===== src/rtl/dma_chunk_scheduler.sv =====
// Splits one DMA job into chunks aligned to each backend's region and dispatches them in address order.
// Latency: first chunk valid the cycle after job acceptance; done_o the cycle after the last counter drains.
// Backpressure: a chunk holds valid/payload until its backend is ready; a backend at its in-flight limit stalls issue.
module dma_chunk_scheduler #(
    parameter int NumBackends    = 4,
    parameter int AddrWidth      = 32,
    parameter int ChunkBytes     = 1024,
    parameter int MaxOutstanding = 2,
    parameter int LenWidth       = 32
) (
    input  logic                   clk_i,
    input  logic                   rst_i,
    input  logic                   job_valid_i,
    output logic                   job_ready_o,
    input  logic [AddrWidth-1:0]   job_src_i,
    input  logic [AddrWidth-1:0]   job_dst_i,
    input  logic [LenWidth-1:0]    job_len_i,
    output logic [NumBackends-1:0] chunk_valid_o,
    input  logic [NumBackends-1:0] chunk_ready_i,
    output logic [AddrWidth-1:0]   chunk_src_o,
    output logic [AddrWidth-1:0]   chunk_dst_o,
    output logic [LenWidth-1:0]    chunk_len_o,
    input  logic [NumBackends-1:0] chunk_done_i,
    output logic                   busy_o,
    output logic                   done_o,
    output logic                   err_o
);
    localparam int OffW  = $clog2(ChunkBytes);
    localparam int SelW  = (NumBackends > 1) ? $clog2(NumBackends) : 1;
    localparam int CntW  = $clog2(MaxOutstanding + 1);
    // One spare bit so the room-to-boundary subtraction never overflows.
    localparam int MathW = ((AddrWidth > LenWidth) ? AddrWidth : LenWidth) + 1;

    typedef enum logic [1:0] {IDLE, SPLIT, DRAIN, DONE} state_t;

    state_t                 state, state_nxt;
    logic [AddrWidth-1:0]   cur_src, cur_dst;
    logic [LenWidth-1:0]    remaining;
    logic [CntW-1:0]        outstanding     [NumBackends];
    logic [CntW-1:0]        outstanding_nxt [NumBackends];
    logic                   err;
    logic                   err_set;
    logic                   all_idle_nxt;
    logic [SelW-1:0]        sel;
    logic [MathW-1:0]       offset, room;
    logic [LenWidth-1:0]    chunk_len;
    logic                   can_issue;
    logic                   handshake;

    generate
        if (NumBackends == 1) begin : g_sel_single
            assign sel = '0;
        end else begin : g_sel_multi
            assign sel = cur_dst[OffW +: SelW];
        end
    endgenerate

    // Chunk ends at the next region boundary or at the end of the job, whichever comes first.
    assign offset    = MathW'(cur_dst & AddrWidth'(ChunkBytes - 1));
    assign room      = MathW'(ChunkBytes) - offset;
    assign chunk_len = (MathW'(remaining) < room) ? remaining : LenWidth'(room);

    assign can_issue     = (state == SPLIT) && (outstanding[sel] < CntW'(MaxOutstanding));
    assign chunk_valid_o = can_issue ? (NumBackends'(1) << sel) : '0;
    assign handshake     = can_issue && chunk_ready_i[sel];
    assign chunk_src_o   = cur_src;
    assign chunk_dst_o   = cur_dst;
    assign chunk_len_o   = chunk_len;
    assign err_o         = err;

    // Per-backend in-flight accounting; a completion with nothing in flight is flagged instead of underflowing.
    always_comb begin
        err_set      = 1'b0;
        all_idle_nxt = 1'b1;
        for (int b = 0; b < NumBackends; b++) begin
            outstanding_nxt[b] = outstanding[b];
            if (chunk_valid_o[b] && chunk_ready_i[b] && !chunk_done_i[b]) begin
                outstanding_nxt[b] = outstanding[b] + CntW'(1);
            end else if (chunk_done_i[b] && !(chunk_valid_o[b] && chunk_ready_i[b])) begin
                if (outstanding[b] == '0) begin
                    err_set = 1'b1;
                end else begin
                    outstanding_nxt[b] = outstanding[b] - CntW'(1);
                end
            end
            if (outstanding_nxt[b] != '0) begin
                all_idle_nxt = 1'b0;
            end
        end
    end

    // Job state register.
    always_ff @(posedge clk_i) begin
        if (rst_i) begin
            state <= IDLE;
        end else begin
            state <= state_nxt;
        end
    end

    // Next-state and status outputs; DRAIN looks at post-update counters so a same-cycle done counts.
    always_comb begin
        state_nxt   = state;
        job_ready_o = 1'b0;
        busy_o      = 1'b1;
        done_o      = 1'b0;
        case (state)
            IDLE: begin
                job_ready_o = 1'b1;
                busy_o      = 1'b0;
                if (job_valid_i) begin
                    state_nxt = (job_len_i == '0) ? DONE : SPLIT;
                end
            end
            SPLIT: begin
                if (handshake && (remaining == chunk_len)) begin
                    state_nxt = DRAIN;
                end
            end
            DRAIN: begin
                if (all_idle_nxt) begin
                    state_nxt = DONE;
                end
            end
            DONE: begin
                done_o    = 1'b1;
                state_nxt = IDLE;
            end
            default: state_nxt = IDLE;
        endcase
    end

    // Job cursor, counters and sticky error.
    always_ff @(posedge clk_i) begin
        if (rst_i) begin
            cur_src   <= '0;
            cur_dst   <= '0;
            remaining <= '0;
            err       <= 1'b0;
            for (int b = 0; b < NumBackends; b++) begin
                outstanding[b] <= '0;
            end
        end else begin
            for (int b = 0; b < NumBackends; b++) begin
                outstanding[b] <= outstanding_nxt[b];
            end
            if (err_set) begin
                err <= 1'b1;
            end
            if ((state == IDLE) && job_valid_i) begin
                cur_src   <= job_src_i;
                cur_dst   <= job_dst_i;
                remaining <= job_len_i;
            end else if (handshake) begin
                cur_src   <= cur_src + AddrWidth'(chunk_len);
                cur_dst   <= cur_dst + AddrWidth'(chunk_len);
                remaining <= remaining - chunk_len;
            end
        end
    end
endmodule


===== config.mk =====
export PLATFORM = sky130hd
export DESIGN_NAME = dma_chunk_scheduler
export DESIGN_NICKNAME = d
export VERILOG_FILES = /design/src/rtl/dma_chunk_scheduler.sv
export SDC_FILE = /design/constraint.sdc
export NUM_CORES = 1
export LEC_CHECK = 0
export BUFFER_PORTS_ARGS = -buffer_cell sky130_fd_sc_hd__buf_2
export CAP_MARGIN = 30
export CORE_MARGIN = 5
export CORE_UTILIZATION = 45
export DETAILED_ROUTE_END_ITERATION = 6
export GPL_TIMING_DRIVEN = 1
export PLACE_DENSITY = 0.72
export SLEW_MARGIN = 20
export SYNTH_ARGS = -nofsm -noshare
export SYNTH_HDL_FRONTEND = slang
export SYNTH_SLANG_ARGS = --single-unit

===== constraint.sdc =====
create_clock -name clk_i -period 10.4 [get_ports clk_i]
set_clock_uncertainty 0.2 [all_clocks]
set_input_delay 2.08 -clock clk_i [delete_from_list [all_inputs] [get_ports clk_i]]
set_output_delay 2.08 -clock clk_i [all_outputs]
set_load 0.05 [all_outputs]

Word-level counts from Yosys, hierarchy flattened --
Memories as Yosys holds them, arrays and structs flattened. A register that Yosys moved wholly into a read port is not among the register bits. Index checks and enable logic that the tools add are counted.
Storage, ports and cells: register bits after elaboration 99, memory bits (writable) 8, input port bits 107, word-level logic and storage cells 124, memories kept 1
Operators by class: add/sub/neg operators 12, order comparisons 3, eq/ne operators 7, shifts and indexed selects 1, multiplexer cells 55, bitwise operators 4, reduce and logical (&&, ||, !) cells 36
Memory list:
- outstanding | words 4, width 2, rd ports 5, clocked after memory_dff 1, write ports 4, line 39 | logic [CntW-1:0] outstanding [NumBackends];
Operators with widths (count):
- 32-bit two-way mux | 7
- 32-bit adder | 2
- 2-bit two-way mux | 22
- 32-bit by 33-bit less-than comparator with 1-bit output | 1
- 32-bit == test | 1
- 32-bit zero test | 1
- 32-bit subtractor | 1
- 1-bit two-way mux | 23
- 1-bit logical AND | 16
- 11-bit by 10-bit subtractor with 12-bit output (first input constant) | 1
- 2-bit zero test | 5
- 2-bit nonzero test | 5
- 2-bit by 1-bit adder with 2-bit output (second input constant) | 4
- 1-bit zero test | 8
- 2-bit case mux with 4 select lines | 1
- 2-bit by 1-bit subtractor with 2-bit output (second input constant) | 4
- 2-bit == test (second input constant) | 2
- 4-bit two-way mux | 1
- 2-bit inequality test (second input constant) | 2
- 1-bit OR | 4
- 1-bit by 2-bit << shifter with 4-bit output (first input constant) | 1
- 2-bit by 3-bit less-than comparator with 1-bit output (second input constant) | 1
- 3-bit AND reduction | 1
- 1-bit binary-select mux with 2-bit select | 1
- other kinds (3) | 3

Longest topological paths before layout --
word-level depth 17, depth in mapped cells 25, depth with buffers taken out 24

Worst setup path after synthesis --
OpenSTA, ideal clock, no wires.
kind reg2reg, start register remaining[11], end register remaining[30], data arrival time 6.851 ns, data required time 10.114 ns, setup slack 3.264 ns, stages on the path, launching flop included 22, path buffers 1, cell sequence dfxtp_1 or4_4 or3_4 or4_4 or3_4 or3b_1 a211oi_2 o21a_4 buf_6 mux2i_1 ha_1 inv_1 fa_1 a21o_1 a21oi_1 o21bai_1 a2111oi_0 o31ai_1 nor2_1 and3b_1 xnor2_1 a211oi_1
On the way: cells in the longest elaborated chain, start to end 5
RTL lines:
- start, declared | line 38 | logic [LenWidth-1:0] remaining;
- start signal, assigned | line 153 | remaining <= job_len_i;
- start signal, assigned | line 157 | remaining <= remaining - chunk_len;
- 32-bit by 33-bit less-than comparator with 1-bit output | line 61 | assign chunk_len = (MathW'(remaining) < room) ? remaining : LenWidth'(room);
- 32-bit two-way mux | line 61
- net chunk_len_o[0] | line 22 | output logic [LenWidth-1:0] chunk_len_o,
- 32-bit subtractor | line 157
- 32-bit two-way mux | line 154 | end else if (handshake) begin
- 32-bit two-way mux | line 150 | if ((state == IDLE) && job_valid_i) begin
The timed path passes the listed nets, and every way through them passes these cells. The select of a mux whose other input is x is not followed. A chain may end at the register's enable or synchronous reset.

Worst setup path in the final report --
start register remaining[11], end register cur_dst[30] (netlist: chunk_dst_o[30])
On the way: cells in the longest elaborated chain, start to end 5
RTL lines:
- 32-bit by 33-bit less-than comparator with 1-bit output | line 61
- 32-bit two-way mux * | line 61
- 32-bit adder * | line 156 | cur_dst <= cur_dst + AddrWidth'(chunk_len);
- 32-bit two-way mux * | line 154
- 32-bit two-way mux * | line 150
- end signal, assigned | line 152 | cur_dst <= job_dst_i;
- end signal, assigned | line 156
- end, declared | line 37 | logic [AddrWidth-1:0] cur_src, cur_dst;
Every way passes the cells marked *; elsewhere a longest branch is shown, timed or not. The select of a mux whose other input is x is not followed.

==> flow_summary.toml <==
[run_status]
status = "finished, final reports clean"

[sta]
tns_ns = 0
setup_viol = 0
worst_pin_slew_ns = 0.8793
min_period_ns = 6.787
final_hold_viol_count = 0
rsz0062_at_grt = "false"
hold_slack_ns = 0.2994
slew_headroom_pct = 41.26
period_share_pct = 65.26
max_freq_mhz = 147.3
slew_violations = 0

[global_routing]
grt_pass1_vias = 9418
antenna_found_initial = 0
grt_max_degree = 101
gr-usage-all-layers_pct = 22.77
overflow = 0
grt_pass1_wl_um = 46590

[clocking]
tritoncts = "built"
clockRootBuffer = "clkbuf_16"
ctsHoldBuffers = 0
cts_buffer_depth = 2
clk_latency_ns = 0.36
cts_resized = 0
path_clk_slew_ns = 0.08
cts_buffers = 9
cts_setup_buffers = 0
cts_max_level = 3
cts.sinks = 109

[critical_path]
r2r_setup_slack_ns = 3.61
reg2reg_from = "remaining[11]$_SDFFE_PP0N_"
worstPathArrival_ns = 6.84
cp-end-kind = "flop"
crit_path_cell_trace = "or4_4 -> or3_4 -> or4_4 -> or3_4 -> or3b_1 -> a211oi_2 -> o21a_4 -> mux2i_1 -> ha_1 -> inv_1 -> fa_1 -> nand2b_1 -> a21oi_1 -> o21ai_0 -> o211ai_1 -> a31oi_1 -> o21ai_0 -> a21oi_1 -> xor2_1 -> a2111oi_0"
crit_type = "flop to flop"
crit_path_top_delay_cell = "or4_4"
critical-path-max-stage-delay_ns = 0.56
reg2regPathDepth = 20
cp_max_fo = 21
cp.required_ns = 10.45
cp-start-kind = "flop"
r2r_end = "chunk_dst_o[30]$_SDFFE_PP0N_"

[yosys]
ys_warn_count = 0
ys.flop_type = "dfxtp_1"
netlist_instances = 1273
ys_seq_area_share_pct = 22.17
async_reset_ff_share_pct = 0
ys_seq_elements = 109
avgSynthCellArea_um2 = 7.731
synth_area_um2 = 9842
synth_edf_count = 0
ys_types = 72

[drt]
postRouteAntennaNets = 0
drc = 0
initialDrtViolationCount = 694
wl_met2_um = 13380
via_per_inst = 5.721
wl_per_cell_um = 16.69
wl_met3_um = 1991
dr.pass1.iters = 5
vias = 9966
wirelength_met1_um = 13150
routed.top_layer = "met4"
wl_um = 29080

[finish]
regArea_um2 = 2182
multi_input_area_um2 = 7327
fillerInstances = 2113
design_area_um2 = 11320
drive_gt1_share_pct = 17.17
finish.net_count = 1667
diodes = 0
syn_to_final_growth_pct = 14.99

[floorplan]
num_io_pins = 211
die_height_um = 157.9
coreArea_um2 = 21690
die_x_um = 157.9
die_area_um2 = 24930
row_count = 54
initial_core_util_pct = 45.38

[pwr]
total_power_w = 0.003937
internal-power_w = 0.001764
peakVddDrop_v = 0.0002186
combPwrFrac_pct = 73.4
leakage_nw = 5.015
p_seq_share_pct = 18.1
power.switching_w = 0.002173
power_density_nw_per_um2 = 347.9
p_sw_share_pct = 55.20
pwr-share-clk_pct = 8.5

[worst_hold_path]
hold_class = "flop to flop"
worstHoldEndpoint = "chunk_src_o[9]$_SDFFE_PP0N_"
hold-path-cell-count = 2
min_from = "chunk_src_o[9]$_SDFFE_PP0N_"

[run]
maxCapViolCount = 0

[placement]
dpl.hpwl_um = 21920
gp_congestion = 0.9249
placed_cell_area_um2 = 11010
portBuffers = 189
[worst max-delay path by stage]
stage                                           from                           end  slack (ns)  depth (start not counted)
final                     remaining[11]$_SDFFE_PP0N_  chunk_dst_o[30]$_SDFFE_PP0N_        3.61                         20
after global routing      remaining[11]$_SDFFE_PP0N_    remaining[23]$_SDFFE_PP0N_        3.26                         18
after CTS                 remaining[11]$_SDFFE_PP0N_  chunk_dst_o[30]$_SDFFE_PP0N_        3.63                         20
after detailed placement  remaining[11]$_SDFFE_PP0N_  chunk_dst_o[30]$_SDFFE_PP0N_        3.66                         20
after global placement    remaining[11]$_SDFFE_PP0N_  chunk_dst_o[30]$_SDFFE_PP0N_        3.84                         20
after floorplan           remaining[11]$_SDFFE_PP0N_    remaining[30]$_SDFFE_PP0N_        3.26                         21
[synthesized netlist by cell type (all sizes together), types with 4 or more instances]
master | count | area [um^2]
xor2 | 33 | 289.0
clkbuf | 56 | 210.2
ha | 100 | 1251
nor3 | 26 | 130.1
nor2 | 164 | 615.6
a221o | 5 | 50.05
or2 | 5 | 31.28
nand3 | 30 | 150.1
nor3b | 9 | 67.56
a311oi | 39 | 341.6
nand4 | 11 | 68.82
a211oi | 51 | 392.9
nand2b | 16 | 100.1
o21ai | 49 | 245.2
a21o | 26 | 195.2
a31oi | 14 | 87.58
a221oi | 4 | 35.03
dfxtp | 109 | 2182
nand2 | 111 | 416.7
or3 | 13 | 91.34
o22ai | 4 | 25.02
and2 | 6 | 37.54
or4 | 4 | 37.53
a21oi | 95 | 475.5
o211ai | 16 | 120.1
nor2b | 13 | 81.33
mux2i | 20 | 200.2
buf | 28 | 207.7
nand3b | 14 | 105.1
o21a | 12 | 97.59
and4 | 4 | 35.03
mux2 | 18 | 236.5
o31ai | 6 | 45.04
a2111oi | 6 | 52.55
nor4 | 17 | 106.4
inv | 43 | 161.4
and3 | 7 | 43.79
xnor2 | 45 | 394.1
a21boi | 5 | 37.54
[cells in the final DEF, fill, tap and decap left out, types with 7 or more instances in the layout]
cell type  count
a211oi_1      49
a21o_1        26
a21oi_1       95
a311oi_1      39
a31oi_1       14
and3_1         7
buf_2        188
buf_4          8
clkbuf_16      9
conb_1        61
dfxtp_1      109
ha_1         100
inv_1         43
mux2_2         9
mux2_4         9
mux2i_1       20
nand2_1      110
nand2b_1      16
nand3_1       30
nand3b_1      14
nand4_1       11
nor2_1       164
nor2b_1       13
nor3_1        26
nor3b_1        9
nor4_1        17
o211ai_1      16
o21a_1        11
o21ai_0       49
or3_1         11
xnor2_1       45
xor2_1        33
[sequential cells by signal, indices dropped and copies added, names as in the netlist, named ones only]
name	flops
chunk_dst_o	32
chunk_src_o	32
err_o	1
outstanding	8
remaining	32
state	2
[power groups by stage]
stage	Combinational (W)	Sequential (W)	Clock, W
after global routing	0.00318	0.000734	0.000357
after detailed placement	0.00283	0.000720	0
after CTS	0.00284	0.000712	0.000340
after global placement	0.00280	0.000718	0
after floorplan	0.00199	0.000961	0
final	0.00289	0.000714	0.000334
[worst max-delay path, delay by kind of cell, from the launching register on]
kind            cells  cell delay [ns]
compound gates      9             2.46
simple gates        6             2.34
fa+ha+maj           2             0.67
mux                 1             0.41
flops               1             0.37
xor+xnor            1             0.16
buf+inv             1             0.07
[metal layers]
layer  track usage [%]  vias to the layer above
met5                 0                        -
met4             6.514                        0
met3             3.308                       42
met2             37.25                      317
met1             31.27                     4647
li1                  -                     4960
[cell families (layout without fill, tap and decap cells)]
family	Yosys count	count (layout)	synth area share, %
flip-flops	109	109	22.17
other	1	61	0.03810
buffers and inverters	127	256	5.886
adder cells (fa/ha/maj)	103	103	13.32
AND/OR/NAND/NOR	456	456	22.12
XOR/XNOR	78	78	6.941
AO/OA/AOI/OAI	360	360	24.85
multiplexers	39	39	4.666
[final cells by class]
| cell class | instances | share of cell area (%) |
|---|---|---|
| clock buffers | 10 | 2.023 |
| flip-flops and latches | 109 | 19.28 |
| inverters | 43 | 1.426 |
| well taps | 280 | 3.096 |
| multi-input cells | 1097 | 64.74 |
| clock inverters | 6 | 0.3427 |
| repair buffers | 197 | 9.088 |
[through the flow]
step,util (%),worst slack (ns),cells
floorplan,-,3.264,1333
global placement,50.76,3.843,1724
detailed placement,50.76,3.656,1724
CTS,52.00,3.632,1740
global route,52.18,3.257,1742
finish,52.18,3.613,1742
(Power assumes the default switching activity.)
